<file path="src/rtl/aes_round_sched_if.sv">
// Job/result handshake and datapath strobe bundle for the AES round scheduler.
// Valid/ready: a transfer happens in every cycle where valid and ready are both high.
interface aes_round_sched_if #(
    parameter int CNT_W = 16
);
    logic             in_valid;
    logic             in_ready;
    logic [1:0]       in_key_len;
    logic             dp_load;
    logic             dp_first;
    logic             dp_round_en;
    logic             dp_final;
    logic             dp_ks_step;
    logic [3:0]       dp_round_idx;
    logic             out_valid;
    logic             out_ready;
    logic             busy;
    logic [CNT_W-1:0] blk_count;
    logic             err_keylen;
    logic [1:0]       dbg_state;

    modport slave (
        input  in_valid, in_key_len, out_ready,
        output in_ready, dp_load, dp_first, dp_round_en, dp_final, dp_ks_step,
               dp_round_idx, out_valid, busy, blk_count, err_keylen, dbg_state
    );

    modport master (
        output in_valid, in_key_len, out_ready,
        input  in_ready, dp_load, dp_first, dp_round_en, dp_final, dp_ks_step,
               dp_round_idx, out_valid, busy, blk_count, err_keylen, dbg_state
    );
endinterface

</file>
<file path="src/rtl/aes_round_sched.sv">
// Iterative AES round sequencer: load, round-0 key add, Nr rounds, then hold the
// result until the consumer takes it. Back-to-back jobs skip the IDLE state.
module aes_round_sched #(
    parameter int ROUND_CYCLES = 1,
    parameter int CNT_W        = 16
) (
    input  logic              clk,
    input  logic              reset_n,
    input  logic              clear,
    aes_round_sched_if.slave  bus
);
    typedef enum logic [1:0] {S_IDLE, S_INIT, S_ROUND, S_DONE} state_t;

    localparam logic [3:0] LAST_CYC = 4'(ROUND_CYCLES - 1);

    state_t           r_state;
    state_t           w_state_nxt;
    logic [3:0]       r_round;
    logic [3:0]       r_cyc;
    logic [3:0]       r_nr;
    logic [CNT_W-1:0] r_blk_count;
    logic             r_err;

    logic       w_in_ready;
    logic       w_load;
    logic       w_first;
    logic       w_round_en;
    logic       w_final;
    logic       w_out_valid;
    logic       w_out_hs;
    logic [3:0] w_idx;
    logic       w_last_cyc;
    logic       w_last_round;

    function automatic logic [3:0] nr_of(input logic [1:0] kl);
        case (kl)
            2'd1:    nr_of = 4'd12;
            2'd2:    nr_of = 4'd14;
            default: nr_of = 4'd10;
        endcase
    endfunction

    assign w_last_cyc   = (r_cyc == LAST_CYC);
    assign w_last_round = (r_round == r_nr);

    always_ff @(posedge clk or negedge reset_n) begin
        if (!reset_n)   r_state <= S_IDLE;
        else if (clear) r_state <= S_IDLE;
        else            r_state <= w_state_nxt;
    end

    always_comb begin
        w_state_nxt = r_state;
        w_in_ready  = 1'b0;
        w_first     = 1'b0;
        w_round_en  = 1'b0;
        w_final     = 1'b0;
        w_out_valid = 1'b0;
        w_idx       = 4'd0;
        case (r_state)
            S_IDLE: begin
                w_in_ready = 1'b1;
                if (bus.in_valid) w_state_nxt = S_INIT;
            end
            S_INIT: begin
                w_first     = 1'b1;
                w_state_nxt = S_ROUND;
            end
            S_ROUND: begin
                w_idx = r_round;
                if (w_last_cyc) begin
                    w_round_en = 1'b1;
                    w_final    = w_last_round;
                    if (w_last_round) w_state_nxt = S_DONE;
                end
            end
            S_DONE: begin
                w_out_valid = 1'b1;
                w_idx       = r_nr;
                w_in_ready  = bus.out_ready;
                if (bus.out_ready) w_state_nxt = bus.in_valid ? S_INIT : S_IDLE;
            end
            default: w_state_nxt = S_IDLE;
        endcase
        // An abort cycle must not start, strobe or hand off anything.
        if (clear) begin
            w_in_ready  = 1'b0;
            w_first     = 1'b0;
            w_round_en  = 1'b0;
            w_final     = 1'b0;
            w_out_valid = 1'b0;
        end
    end

    assign w_load   = bus.in_valid & w_in_ready;
    assign w_out_hs = w_out_valid & bus.out_ready;

    always_ff @(posedge clk or negedge reset_n) begin
        if (!reset_n) begin
            r_round     <= 4'd0;
            r_cyc       <= 4'd0;
            r_nr        <= 4'd10;
            r_blk_count <= '0;
            r_err       <= 1'b0;
        end else if (clear) begin
            r_round     <= 4'd0;
            r_cyc       <= 4'd0;
            r_nr        <= 4'd10;
            r_blk_count <= '0;
            r_err       <= 1'b0;
        end else begin
            if (w_load) begin
                r_nr <= nr_of(bus.in_key_len);
                if (bus.in_key_len == 2'd3) r_err <= 1'b1;
            end
            if (w_out_hs) r_blk_count <= r_blk_count + 1'b1;
            case (r_state)
                S_INIT: begin
                    r_round <= 4'd1;
                    r_cyc   <= 4'd0;
                end
                S_ROUND: begin
                    if (w_last_cyc) begin
                        r_cyc <= 4'd0;
                        if (!w_last_round) r_round <= r_round + 4'd1;
                    end else begin
                        r_cyc <= r_cyc + 4'd1;
                    end
                end
                default: ;
            endcase
        end
    end

    assign bus.in_ready     = w_in_ready;
    assign bus.dp_load      = w_load;
    assign bus.dp_first     = w_first;
    assign bus.dp_round_en  = w_round_en;
    assign bus.dp_final     = w_final;
    assign bus.dp_ks_step   = w_round_en;
    assign bus.dp_round_idx = w_idx;
    assign bus.out_valid    = w_out_valid;
    assign bus.busy         = (r_state != S_IDLE);
    assign bus.blk_count    = r_blk_count;
    assign bus.err_keylen   = r_err;
    assign bus.dbg_state    = r_state;
endmodule

</file>
<file path="src/flat_wrapper.sv">
// flat-port wrapper written by rule: the top's interface ports become plain ports
module aes_round_sched_flat 
#(
    parameter int ROUND_CYCLES = 1,
    parameter int CNT_W        = 16
)
  (clk, reset_n, clear, bus_in_valid, bus_in_key_len, bus_out_ready, bus_in_ready, bus_dp_load, bus_dp_first, bus_dp_round_en, bus_dp_final, bus_dp_ks_step, bus_dp_round_idx, bus_out_valid, bus_busy, bus_blk_count, bus_err_keylen, bus_dbg_state);
  aes_round_sched_if #(.CNT_W(CNT_W)) bus_i ();
  input  logic clk;
  input  logic reset_n;
  input  logic clear;
  input wire logic [$bits(bus_i.in_valid)-1:0] bus_in_valid;
  input wire logic [$bits(bus_i.in_key_len)-1:0] bus_in_key_len;
  input wire logic [$bits(bus_i.out_ready)-1:0] bus_out_ready;
  output wire logic [$bits(bus_i.in_ready)-1:0] bus_in_ready;
  output wire logic [$bits(bus_i.dp_load)-1:0] bus_dp_load;
  output wire logic [$bits(bus_i.dp_first)-1:0] bus_dp_first;
  output wire logic [$bits(bus_i.dp_round_en)-1:0] bus_dp_round_en;
  output wire logic [$bits(bus_i.dp_final)-1:0] bus_dp_final;
  output wire logic [$bits(bus_i.dp_ks_step)-1:0] bus_dp_ks_step;
  output wire logic [$bits(bus_i.dp_round_idx)-1:0] bus_dp_round_idx;
  output wire logic [$bits(bus_i.out_valid)-1:0] bus_out_valid;
  output wire logic [$bits(bus_i.busy)-1:0] bus_busy;
  output wire logic [$bits(bus_i.blk_count)-1:0] bus_blk_count;
  output wire logic [$bits(bus_i.err_keylen)-1:0] bus_err_keylen;
  output wire logic [$bits(bus_i.dbg_state)-1:0] bus_dbg_state;
  assign bus_i.in_valid = bus_in_valid;
  assign bus_i.in_key_len = bus_in_key_len;
  assign bus_i.out_ready = bus_out_ready;
  assign bus_in_ready = bus_i.in_ready;
  assign bus_dp_load = bus_i.dp_load;
  assign bus_dp_first = bus_i.dp_first;
  assign bus_dp_round_en = bus_i.dp_round_en;
  assign bus_dp_final = bus_i.dp_final;
  assign bus_dp_ks_step = bus_i.dp_ks_step;
  assign bus_dp_round_idx = bus_i.dp_round_idx;
  assign bus_out_valid = bus_i.out_valid;
  assign bus_busy = bus_i.busy;
  assign bus_blk_count = bus_i.blk_count;
  assign bus_err_keylen = bus_i.err_keylen;
  assign bus_dbg_state = bus_i.dbg_state;
  aes_round_sched #(.ROUND_CYCLES(ROUND_CYCLES), .CNT_W(CNT_W)) u_core (.clk(clk), .reset_n(reset_n), .clear(clear), .bus(bus_i));
endmodule
</file>
<file path="config.mk">
export PLATFORM = sky130hd
export DESIGN_NAME = aes_round_sched_flat
export DESIGN_NICKNAME = d
export VERILOG_FILES = /design/src/rtl/aes_round_sched_if.sv /design/src/rtl/aes_round_sched.sv /design/src/flat_wrapper.sv
export SDC_FILE = /design/constraint.sdc
export NUM_CORES = 1
export LEC_CHECK = 0
export ABC_AREA = 1
export CAP_MARGIN = 25
export CORE_MARGIN = 2
export CORE_UTILIZATION = 43
export DETAILED_ROUTE_END_ITERATION = 10
export HOLD_SLACK_MARGIN = 0.03
export PLACE_DENSITY_LB_ADDON = 0.08
export SETUP_SLACK_MARGIN = 0.4
export SLEW_MARGIN = 5
export SYNTH_ARGS = -nofsm -noshare
export SYNTH_HDL_FRONTEND = slang
export SYNTH_SLANG_ARGS = --single-unit
</file>
<file path="constraint.sdc">
create_clock -name clk -period 1.87 [get_ports clk]
set_clock_uncertainty 0.1 [all_clocks]
set_input_delay 0.374 -clock clk [delete_from_list [all_inputs] [get_ports clk]]
set_output_delay 0.374 -clock clk [all_outputs]
set_load 0.01 [all_outputs]
</file>
# ---- Word level (Yosys, flattened, before mapping)
# Cells that the tools add are included.
dict set report classes {
  n_addsub 3
  n_reduce_logical 10
  div_mod_pow 0
  eq_ne 12
  n_lt_le_gt_ge 0
  mul 0
  shift 0
  muxes 35
  bitwise 2
}
# op count
set op_table {}
lappend op_table {{16-bit 2-to-1 mux} 2}
lappend op_table {{4-bit 2-to-1 mux} 7}
lappend op_table {{4-bit case mux with 2 select lines} 3}
lappend op_table {{16-bit by 1-bit adder with 16-bit output (second input constant)} 1}
lappend op_table {{1-bit 2-to-1 mux} 15}
lappend op_table {{2-bit 2-to-1 mux} 5}
lappend op_table {{3-bit != test (second input constant)} 3}
lappend op_table {{4-bit by 1-bit adder with 4-bit output (second input constant)} 2}
lappend op_table {{2-bit == test (second input constant)} 4}
lappend op_table {{2-bit case mux with 4 select lines} 1}
lappend op_table {{2-bit nonzero test} 4}
lappend op_table {{3-bit by 2-bit != test with 1-bit output (second input constant)} 2}
lappend op_table {{3-bit case mux with 2 select lines} 1}
lappend op_table {{2-bit by 1-bit == test with 1-bit output (second input constant)} 2}
lappend op_table {{4-bit == test} 1}
lappend op_table {{4-bit logical NOT} 1}
lappend op_table {{4-bit AND reduction} 1}
lappend op_table {{3-bit AND reduction} 1}
lappend op_table {{3-bit nonzero test} 1}
lappend op_table {{1-bit bitwise AND} 2}
lappend op_table {{2-bit logical NOT} 1}
lappend op_table {{1-bit case mux with 2 select lines} 1}
lappend op_table {{2-bit AND reduction} 1}
dict set report word_totals {
  mem_count 0
  reg_bits 31
  word_cells 68
  input_bits 7
  rom_bits 0
  latch_bits 0
  ramBits 0
}

# ---- Depth between registers and ports, before layout
# Gate-level depths: netlist (run 1).
dict set report depth {
  word_depth 6
  ltp_mapped 10
}

# ---- Least setup slack after synthesis (run 1)
# OpenSTA, ideal clock, no wires.
dict set report synth_timing {
  path_type {register to output}
  start {register u_core.r_state[0], in the netlist u_core.bus.dbg_state[0]}
  end {output bus_dp_round_en}
  t_required_ns 1.396
  n_path_buf 1
  stages_incl_launch_ff 6
  t_arrival_ns 1.257
  path_slack_ns 0.139
  cell_sequence {dfrtp_1 > inv_1 > ha_1 > nand2_4 > nor2_1 > buf_4}
}
dict set report synth_via {
  elab_chain_cells 3
}
# item line_no
set synth_lines {}
lappend synth_lines {{from (decl)} aes_round_sched.sv:16} ;# state_t r_state;
lappend synth_lines {{from (signal assigned)} aes_round_sched.sv:49} ;# else r_state <= w_state_nxt;
lappend synth_lines {{2-bit == test} aes_round_sched.sv:60} ;# case (r_state)
lappend synth_lines {{1-bit 2-to-1 mux} aes_round_sched.sv:60}
lappend synth_lines {{1-bit 2-to-1 mux} aes_round_sched.sv:86} ;# if (clear) begin
lappend synth_lines {{to (decl)} flat_wrapper.sv:18} ;# output wire logic [$bits(bus_i.dp_round_en)-1:0] bus_dp_round_en;
# Every way passes these cells.

# ---- Final worst setup path (run 1)
dict set report layout_timing {
  start {register u_core.r_state[0], in the netlist u_core.bus.dbg_state[0]}
  end {output bus_dp_load}
}
dict set report layout_via {
  elab_chain_cells 4
  elab_cells_between_ends 5
  cone_classes {eq/ne (1); mux (2); bitwise (1); reduce/logical (1)}
}
# item line_no
set layout_lines {}
lappend layout_lines {{2-bit == test or 2-bit logical NOT (tied branches)} aes_round_sched.sv:60}
lappend layout_lines {{1-bit case mux with 2 select lines *} aes_round_sched.sv:60}
lappend layout_lines {{1-bit 2-to-1 mux *} aes_round_sched.sv:86}
lappend layout_lines {{1-bit bitwise AND *} aes_round_sched.sv:95} ;# assign w_load = bus.in_valid & w_in_ready;
lappend layout_lines {{to (decl)} flat_wrapper.sv:16} ;# output wire logic [$bits(bus_i.dp_load)-1:0] bus_dp_load;
# Mark *: on every way between the ends. The rest lies on a longest branch, timed or not.

==> flow_summary.yaml, run 1 <==
placement:
  dp.cells: 372
  io_buffers: 37
  hpwlAfterDp_microns: 3309
  finalWeightedCongestion: 0.7657
clock_tree:
  insertion_delay_ns: 0.29
  htreeDepth: 2
  clk_pin_slew_ns: 0.07
  hold_buffers: 0
  clockBufferDepth: 2
  clock_sinks: 29
  cts_root_buf: "clkbuf_8"
  numCtsBuffers: 5
  cts_tree: "yes"
worst_setup_path:
  path_cells: "buf_12 > ha_4 > nand2_4 > nand2_2 > nand4_1 > inv_2 > buf_6"
  critPathArrivalTime_ns: 1.46
  worstPathRequired_ns: 1.40
  crit_path_max_fanout: 3
  cp-start-kind: "flip-flop"
  slowest_delay_ns: 0.46
  critPathSlowestCell: "dfrtp_2"
  end_kind: "output port"
  crit_type: "reg2out"
sta:
  period_share_pct: 103.2
  slew_headroom_pct: 73.38
  setup_ws_ns: -0.05936
  final.setup.tns_ns: -0.1740
  fmax_ghz: 0.5183
  setup_violations: 7
  period_minus_slack_ns: 1.929
  rsz0062_at_grt: "true"
  hold_violations: 0
  tightest_slew_ns: 0.3993
  drv_slew: 0
die:
  fp-row-count: 23
  die_h_microns: 69.78
  die_w_microns: 69.78
  start_util_pct: 45.53
  core_area_sq_um: 4086
  num_io_pins: 38
  die_area_sq_um: 4869
global_routing:
  antenna_found_initial: 0
  grt_pass1_wl_microns: 9039
  overflow: 0
  grt_max_degree: 30
  grtUsageTotal_pct: 22.67
  first_global_vias: 2102
cells_and_area:
  instances_no_fill: 431
  multi_input_area_sq_um: 1250
  n_antenna_cell: 0
  areaGrowthSynthToFinish_pct: 82.72
  drive_above_1_share_pct: 50.39
  regArea_sq_um: 729.5
  final_util_pct: 83.19
  layout_commonest_cell: "buf_4"
  fill_cells: 235
  final_nets: 398
  final_cell_mix: "buf_4, nand2_1, buf_6"
power:
  powerDensity_nw_per_um2: 904.1
  vdd_drop_max_mv: 0.9216
  p_leak_nw: 1.780
job:
  cap_violations: 0
synth:
  synth_top_area_share_pct: 37.66
  syn_area_per_cell_sq_um: 7.325
  synth_fa_ha_area_share_pct: 7.397
  syn_inst: 254
  synth_flop_cell: "dfrtp_1"
  yosysSeqAreaShare_pct: 39.07
  yosys_register_bits: 29
  syn_nets: 272
  synth_edf_count: 0
  synthXorXnorAreaFrac_pct: 0.9415
  synth_top_family_by_area: "simple AND/OR/NAND/NOR gates"
  async_flop_share_pct: 100.0
  synth_warnings: 0
  muxShareOfSynthArea_pct: 0
  synth.distinct_cells: 27
  yosysTopAreaCell: "dfrtp_1"
  synth_compound_area_share_pct: 9.549
  synth_area_leaders: "dfrtp_1, nand2_1, ha_1"
  synthSimpleGateAreaFrac_pct: 33.69
  synth_area_sq_um: 1861
routing:
  top_layer_used: "met4"
  wl_per_cell_microns: 13.71
  viasPerCell: 5.032
  wl_met3_microns: 186
  post-route-drc-count: 0
  first_iter_violations: 130
  wl_met2_microns: 3188
  via_count: 2169
  drtPass1Iterations: 4
  wl_met1_microns: 2407
  antenna_left: 0
  wl_microns: 5908
outcome:
  status: "finished with violations"
  failed_checks: "setup timing"
worst_hold_path:
  hold_path.class: "in2async"
[synthesized netlist by cell type, types with 2 or more instances]
cell type,n
nand2_2,3
o22ai_1,4
nand2_4,3
ha_1,11
o21ai_1,5
o21ai_0,7
nand2_1,62
buf_4,3
nand4_1,3
inv_1,33
nor2_4,3
inv_2,6
nor3_1,2
a21oi_1,17
nand3_1,19
nor2_2,2
nor2_1,34
dfrtp_1,28
[state kept, by name, summed over array words and instances (netlist names)]
register and cells:
u_core.bus.dbg_state 2, u_core.r_nr 2, u_core.bus.blk_count 16, u_core.r_round 4, u_core.r_cyc 4, u_core.bus.err_keylen 1
[power by group]
group | internal (W) | leakage [nW] | switching [W]
clock | 0.000258 | 0.0450 | 0.000256
sequential | 0.000682 | 0.395 | 0.0000631
combinational | 0.00102 | 1.34 | 0.000790
total | 0.00196 | 1.78 | 0.00111
[cell type report]
type | count | area share (%)
Tap cell | 50 | 1.840
Clock inverter | 2 | 0.2944
Clock buffer | 6 | 2.135
Sequential cell | 29 | 21.46
Inverter | 39 | 4.969
Timing Repair Buffer | 123 | 32.54
Multi-Input combinational cell | 182 | 36.77
[final timing paths]
path,endpoint,slack [ns],cells past startpoint,from
worst max-delay path,bus_dp_load,-0.06,7,u_core.bus.dbg_state[0]
worst min-delay path,u_core.bus.blk_count[2],0.38,2,reset_n
worst max register to register,u_core.r_nr[1],-0.04,12,u_core.bus.dbg_state[0]
worst min register to register,u_core.r_round[3],0.39,2,u_core.r_round[3]
max in group asynchronous,u_core.r_nr[1],0.96,2,reset_n
min in group clk,u_core.r_round[3],0.39,2,u_core.r_round[3]
[cell families after synthesis]
logic type,Yosys count
adders and majority gates,11
buffers and inverters,43
AOI/OAI and AO/OA,34
xor gates and xnor gates,2
DFF,29
and+or+nand+nor,135
[per-layer routing]
layer | global-route usage [%] | vias up
met5 | 0 | -
met4 | 6.410 | 0
met3 | 4.506 | 13
met2 | 42.75 | 47
met1 | 25.55 | 1051
li1 | - | 1058
[critical path: cells and delay by family, from the launching register on]
kind,cells,cell delay (ns)
flip-flops,1,0.46
buffers and inverters,3,0.32
AND/OR/NAND/NOR,3,0.22
adder cells (fa/ha/maj),1,0.16
[metrics by stage]
step / total power (W) / area (sq um) / hold slack (ns) / setup WS (ns)
final: 0.003073 / 3400 / 0.3825 / -0.05936
after detailed placement: 0.001860 / 2619 / 0.3724 / -0.3918
after floorplan: 0.001270 / 1948 / -0.02159 / 0.3333
after global routing: 0.003214 / 3400 / 0.4301 / -0.1089
after global placement: 0.001847 / 2619 / 0.3614 / -0.3893
after CTS: 0.002789 / 3172 / 0.3888 / -0.03795
[what timing repair did]
| action | 4_1_cts | 5_1_grt |
|---|---|---|
| setup buffers | 33 | 18 |
| setup endpoints to repair | 57 | 48 |
| gates resized for setup | 158 | 34 |
| hold endpoints to repair | 0 | 0 |
| pin swaps | 27 | 20 |
Note: power is estimated with default switching activity, not from simulation.
==> inputs of run 2 (changes only) <==
--- a/config.mk
+++ b/config.mk
@@ -10,6 +10,7 @@
 export CORE_MARGIN = 2
 export CORE_UTILIZATION = 43
 export DETAILED_ROUTE_END_ITERATION = 10
+export DONT_BUFFER_PORTS = 1
 export HOLD_SLACK_MARGIN = 0.03
 export PLACE_DENSITY_LB_ADDON = 0.08
 export SETUP_SLACK_MARGIN = 0.4
==> run 2 against run 1 <==
The flow still finishes with violations (setup timing). Cell count fell by 22%. Non-clock buffer count fell by 94. Maximum frequency rose by 2.7%. Cell area fell by 25%. Total power fell by 25%. Sequential share of layout area rose by 7.4 points. Core utilization fell by 21 points. Critical endpoint is now bus_dp_final. Die area did not move. Highest routed layer unchanged. Combinational power fell by 44%. Global-route usage fell by 3.0 points.
==> flow_summary.yaml, run 2 (synthesis gave the netlist of run 1 again) <==
routing:
  antenna_left: 0
  post-route-drc-count: 0
  via_count: 1662
  first_iter_violations: 73
  wl_microns: 4588
  drtPass1Iterations: 4
  wl_per_cell_microns: 13.61
  viasPerCell: 4.932
worst_setup_path:
  r2r_start: "u_core.bus.dbg_state[1]"
  cp.buffers_inverters: 2
  critPathSlowestCell: "dfrtp_2"
  cp-start-kind: "flip-flop"
  slowest_delay_ns: 0.49
  crit_family: "flip-flops"
  crit_path_max_fanout: 6
  path_cells: "inv_4 > ha_4 > nand2_4 > inv_4 > nand2_4 > nor2_4"
  rr_worst_depth: 11
  end_kind: "output port"
  worstPathRequired_ns: 1.40
  crit_type: "reg2out"
  rrSetupSlack_ns: 0.08
  worstReg2RegEnd: "u_core.r_nr[1]"
  critPathArrivalTime_ns: 1.41
power:
  vdd_drop_max_mv: 0.7589
  p_total_w: 0.002319
  swShare_pct: 39.46
  p_leak_nw: 1.218
  powerDensity_nw_per_um2: 912.7
  power_frac_clock_pct: 22.1
  p_comb_share_pct: 43.8
  internal_power_w: 0.001404
  p_seq_share_pct: 34.1
  p_switching_w: 0.0009152
sta:
  slew_headroom_pct: 81.66
  period_minus_slack_ns: 1.880
  tightest_slew_ns: 0.2751
  period_share_pct: 100.5
  drv_slew: 0
  fmax_ghz: 0.5320
  hold_ws_ns: 0.03647
  rsz0062_at_grt: "true"
  hold_violations: 0
  setup_violations: 1
  setup_ws_ns: -0.009532
  final.setup.tns_ns: -0.009532
cells_and_area:
  largest_reg_flops: 16
  layout_commonest_cell: "nand2_1"
  final_nets: 304
  n_antenna_cell: 0
  drive_above_1_share_pct: 34.49
  fill_cells: 371
  instances_no_fill: 337
  final_util_pct: 62.19
  areaGrowthSynthToFinish_pct: 36.58
  final_cell_mix: "nand2_1, nor2_1, dfrtp_1"
worst_hold_path:
  worstHoldStart: "clear"
  hold_path.class: "in2reg"
  hold_end: "u_core.bus.blk_count[1]"
  min_path_cells: 1
global_routing:
  grt_max_degree: 30
  antenna_found_initial: 0
  first_global_vias: 1597
  grtUsageTotal_pct: 19.64
  grt_pass1_wl_microns: 7514
  overflow: 0
die:
  die_area_sq_um: 4869
  start_util_pct: 45.53
  core_area_sq_um: 4086
  die_h_microns: 69.78
  fp-row-count: 23
  die_w_microns: 69.78
  num_io_pins: 38
placement:
  hpwlAfterDp_microns: 3026
  finalWeightedCongestion: 0.7924
  io_buffers: 0
  dp.cells: 300
clock_tree:
  clockBufferDepth: 2
  clk_pin_slew_ns: 0.06
  clock_sinks: 29
  cts_root_buf: "clkbuf_8"
  htreeDepth: 2
  numCtsBuffers: 5
  insertion_delay_ns: 0.29
  cts_tree: "yes"
outcome:
  status: "finished with violations"
  failed_checks: "setup timing"
job:
  cap_violations: 0
run 2: worst max-delay path by stage:
stage                        end               startpoint  slack (ns)  cells after the start
2_1_floorplan        bus_dp_load  u_core.bus.dbg_state[1]        0.33                      5
3_3_place_gp         bus_dp_load  u_core.bus.dbg_state[1]        0.23                      5
3_5_place_dp   u_core.r_round[1]  u_core.bus.dbg_state[0]        0.22                      9
6_report            bus_dp_final  u_core.bus.dbg_state[0]       -0.01                      6
5_1_grt             bus_dp_final  u_core.bus.dbg_state[0]       -0.07                      6
4_1_cts              bus_dp_load  u_core.bus.dbg_state[1]       -0.01                      5
run 2: power groups by stage:
| stage | registers [W] | clock network, W | logic (W) |
|---|---|---|---|
| 3_3_place_gp | 0.000791 | 0 | 0.000582 |
| 2_1_floorplan | 0.000772 | 0 | 0.000498 |
| 3_5_place_dp | 0.000791 | 0 | 0.000577 |
| 4_1_cts | 0.000781 | 0.000519 | 0.000856 |
| 5_1_grt | 0.000801 | 0.000543 | 0.00110 |
| 6_report | 0.000791 | 0.000512 | 0.00102 |
run 2: area by class of cell:
class / count / area, sq um / area share (%)
Clock buffer: 6 / 72.57 / 2.856
Inverter: 39 / 188.9 / 7.435
Tap cell: 50 / 62.56 / 2.462
Multi-Input combinational cell: 182 / 1174 / 46.18
Timing Repair Buffer: 29 / 299.0 / 11.77
Sequential cell: 29 / 734.5 / 28.90
Clock inverter: 2 / 10.01 / 0.3939
run 2: what timing repair did:
item / CTS / global route
hold endpoints to repair: 29 / 1
hold buffers: 2 / 1
endpoints found under the setup margin: 30 / 41
resized for setup: 47 / 20
setup buffers: 17 / 9
pin swaps: 22 / 12
run 2: stage by stage:
| step | cell area (sq um) | setup WS [ns] |
|---|---|---|
| 2_1_floorplan | 1948 | 0.3333 |
| 3_3_place_gp | 1973 | 0.2272 |
| 3_5_place_dp | 1973 | 0.2169 |
| 4_1_cts | 2400 | -0.01458 |
| 5_1_grt | 2541 | -0.06736 |
| 6_report | 2541 | -0.009532 |
run 2: metal layers:
| metal | vias up | track usage [%] | wire length [microns] |
|---|---|---|---|
| met3 | 6 | 6.977 | 310 |
| met2 | 40 | 35.45 | 2450 |
| met1 | 747 | 20.67 | 1759 |
| met4 | 0 | 7.692 | 68 |
| met5 | - | 0 | 0 |
| li1 | 869 | - | - |
==> inputs of run 3 (changes only) <==
--- a/config.mk
+++ b/config.mk
@@ -7,8 +7,8 @@
 export LEC_CHECK = 0
 export ABC_AREA = 1
 export CAP_MARGIN = 25
-export CORE_MARGIN = 2
 export CORE_UTILIZATION = 43
+export CTS_CLUSTER_DIAMETER = 40
 export DETAILED_ROUTE_END_ITERATION = 10
 export DONT_BUFFER_PORTS = 1
 export HOLD_SLACK_MARGIN = 0.03
==> run 3 against run 2 <==
The flow still finishes with violations (setup timing). Wire length fell by 6.5%. Sequential share of layout area fell by 0.13 points. Sequential power fell by 2%. Total power rose by 10%. First-iteration DRC count fell by 16%. Critical path depth fell by 1. Cell count fell by 1.5%. Non-clock buffer count fell by 5. Global-route usage rose by 1.4 points. Critical endpoint is now bus_dp_load. Register-to-register slack barely moved. Maximum frequency fell by 0.21%.
==> flow_summary.yaml, run 3 (synthesis gave the netlist of run 1 again) <==
outcome:
  status: "finished with violations"
  failed_checks: "setup timing"
cells_and_area:
  final_nets: 299
  design_area_sq_um: 2549
  drive_above_1_share_pct: 32.62
  layout_commonest_cell: "nand2_1"
  n_antenna_cell: 0
  fill_cells: 348
  multi_input_area_sq_um: 1174
  areaGrowthSynthToFinish_pct: 36.99
  final_cell_mix: "nand2_1, nor2_1, inv_1, dfrtp_1, a21oi_1"
  regArea_sq_um: 733.2
  instances_no_fill: 332
  largest_reg_flops: 16
routing:
  drtPass1Iterations: 4
  antenna_left: 0
  wl_microns: 4291
  via_count: 1671
  viasPerCell: 5.033
  wl_per_cell_microns: 12.92
  post-route-drc-count: 0
  first_iter_violations: 61
worst_setup_path:
  crit_path_max_fanout: 6
  worstReg2RegEnd: "u_core.r_nr[1]"
  worstPathRequired_ns: 1.40
  crit_family: "flip-flops"
  critPathArrivalTime_ns: 1.41
  path_cells: "inv_2 > ha_4 > inv_4 > nand4_1 > inv_2"
  cpMostUsedCell: "inv_2"
  rr_worst_depth: 10
  r2r_start: "u_core.bus.dbg_state[1]"
  slowest_delay_ns: 0.49
  cp-start-kind: "flip-flop"
  cp.buffers_inverters: 3
  end_kind: "output port"
  rrSetupSlack_ns: 0.07
  critPathSlowestCell: "dfrtp_2"
  crit_type: "reg2out"
clock_tree:
  numCtsBuffers: 5
  cts_tree: "yes"
  htreeDepth: 2
  clockBufferDepth: 2
  clock_sinks: 29
  insertion_delay_ns: 0.29
  cts_root_buf: "clkbuf_8"
  clk_pin_slew_ns: 0.07
power:
  powerDensity_nw_per_um2: 1003
  p_leak_nw: 1.214
  vdd_drop_max_mv: 0.8344
placement:
  dp.cells: 300
  hpwlAfterDp_microns: 2887
  dp_worst_setup_slack_ns: 0.2111
  place_area_sq_um: 1973
  finalWeightedCongestion: 0.7886
  io_buffers: 0
global_routing:
  grt_pass1_wl_microns: 7065
  overflow: 0
  first_global_vias: 1612
  antenna_found_initial: 0
  grt_max_degree: 30
  grtUsageTotal_pct: 21.05
sta:
  setup_ws_ns: -0.01357
  hold_violations: 0
  setup_violations: 1
  drv_slew: 0
  rsz0062_at_grt: "true"
  fmax_ghz: 0.5309
  slew_headroom_pct: 81.56
  period_share_pct: 100.7
  tightest_slew_ns: 0.2767
  period_minus_slack_ns: 1.884
  final.setup.tns_ns: -0.01357
worst_hold_path:
  min_path_cells: 1
  worstHoldStart: "clear"
  hold_path.class: "in2reg"
  hold_end: "u_core.bus.blk_count[1]"
die:
  start_util_pct: 45.53
  die_area_sq_um: 4594
  core_area_sq_um: 4086
  fp-row-count: 23
  die_w_microns: 67.78
  die_h_microns: 67.78
  num_io_pins: 38
job:
  cap_violations: 0
==> run 3: cell types whose count changed in the layout (fill, tap and decap cells not counted), moves of 2 or more <==
| cell | change |
|---|---|
| buf_4 | -5 |
| bufinv_16 | +2 |
| inv_1 | +2 |
| inv_6 | -2 |
| nand2_2 | +2 |
| nand2_4 | -2 |
==> run 3: worst register-to-register path, delay by kind of cell (launching register included) <==
family	cells	cell delay, ns
buffers and inverters	5	0.58
AO/OA/AOI/OAI	1	0.08
adder cells (fa/ha/maj)	1	0.20
AND/OR/NAND/NOR	3	0.28
flip-flops	1	0.49
==> run 3: stage by stage <==
step / total power [W] / hold slack (ns) / util, %
after floorplan: 0.001270 / -0.02159 / -
after global placement: 0.001376 / -0.02098 / 48.29
after detailed placement: 0.001367 / -0.02083 / 48.29
after CTS: 0.002434 / 0.03572 / 59.40
after global routing: 0.002685 / 0.03693 / 62.37
final: 0.002557 / 0.03414 / 62.37
==> run 3: final cells by class <==
class                   instances  area share, %
clock buffers                   5          2.700
inverters                      39          7.216
flip-flops and latches         29          28.77
multi-input cells             182          46.05
well taps                      50          2.455
clock inverters                 3          2.553
repair buffers                 24          10.26
==> run 3: routing by layer <==
metal  wire (microns)  vias to the layer above  GRT usage (%)
met1             1734                      770          23.08
met2             2224                       29          36.76
met4               67                        0          7.813
li1                 -                      864              -
met5                0                        -              0
met3              265                        8          7.770
==> run 3: power breakdown <==
group          total (W)  switching, W  internal [W]
Sequential      0.000778     0.0000972      0.000681
Combinational   0.000973      0.000535      0.000438
Clock           0.000806      0.000277      0.000529
==> run 3: repair_timing <==
action	in CTS	in global routing
endpoints found under the hold margin	29	1
setup buffers	15	6
hold buffers	2	1
pin swaps	21	6
setup endpoints to repair	31	41
gates resized for setup	46	15
==> run 3: how the worst max path moves through the flow <==
stage | start | to | slack (ns) | cells after the start
floorplan | u_core.bus.dbg_state[1] | bus_dp_load | 0.33 | 5
global placement | u_core.bus.dbg_state[1] | bus_dp_load | 0.23 | 5
detailed placement | u_core.bus.dbg_state[0] | u_core.r_round[2] | 0.21 | 9
CTS | u_core.bus.dbg_state[0] | bus_dp_load | -0.007 | 5
global route | u_core.bus.dbg_state[1] | bus_dp_load | -0.06 | 5
finish | u_core.bus.dbg_state[1] | bus_dp_load | -0.01 | 5
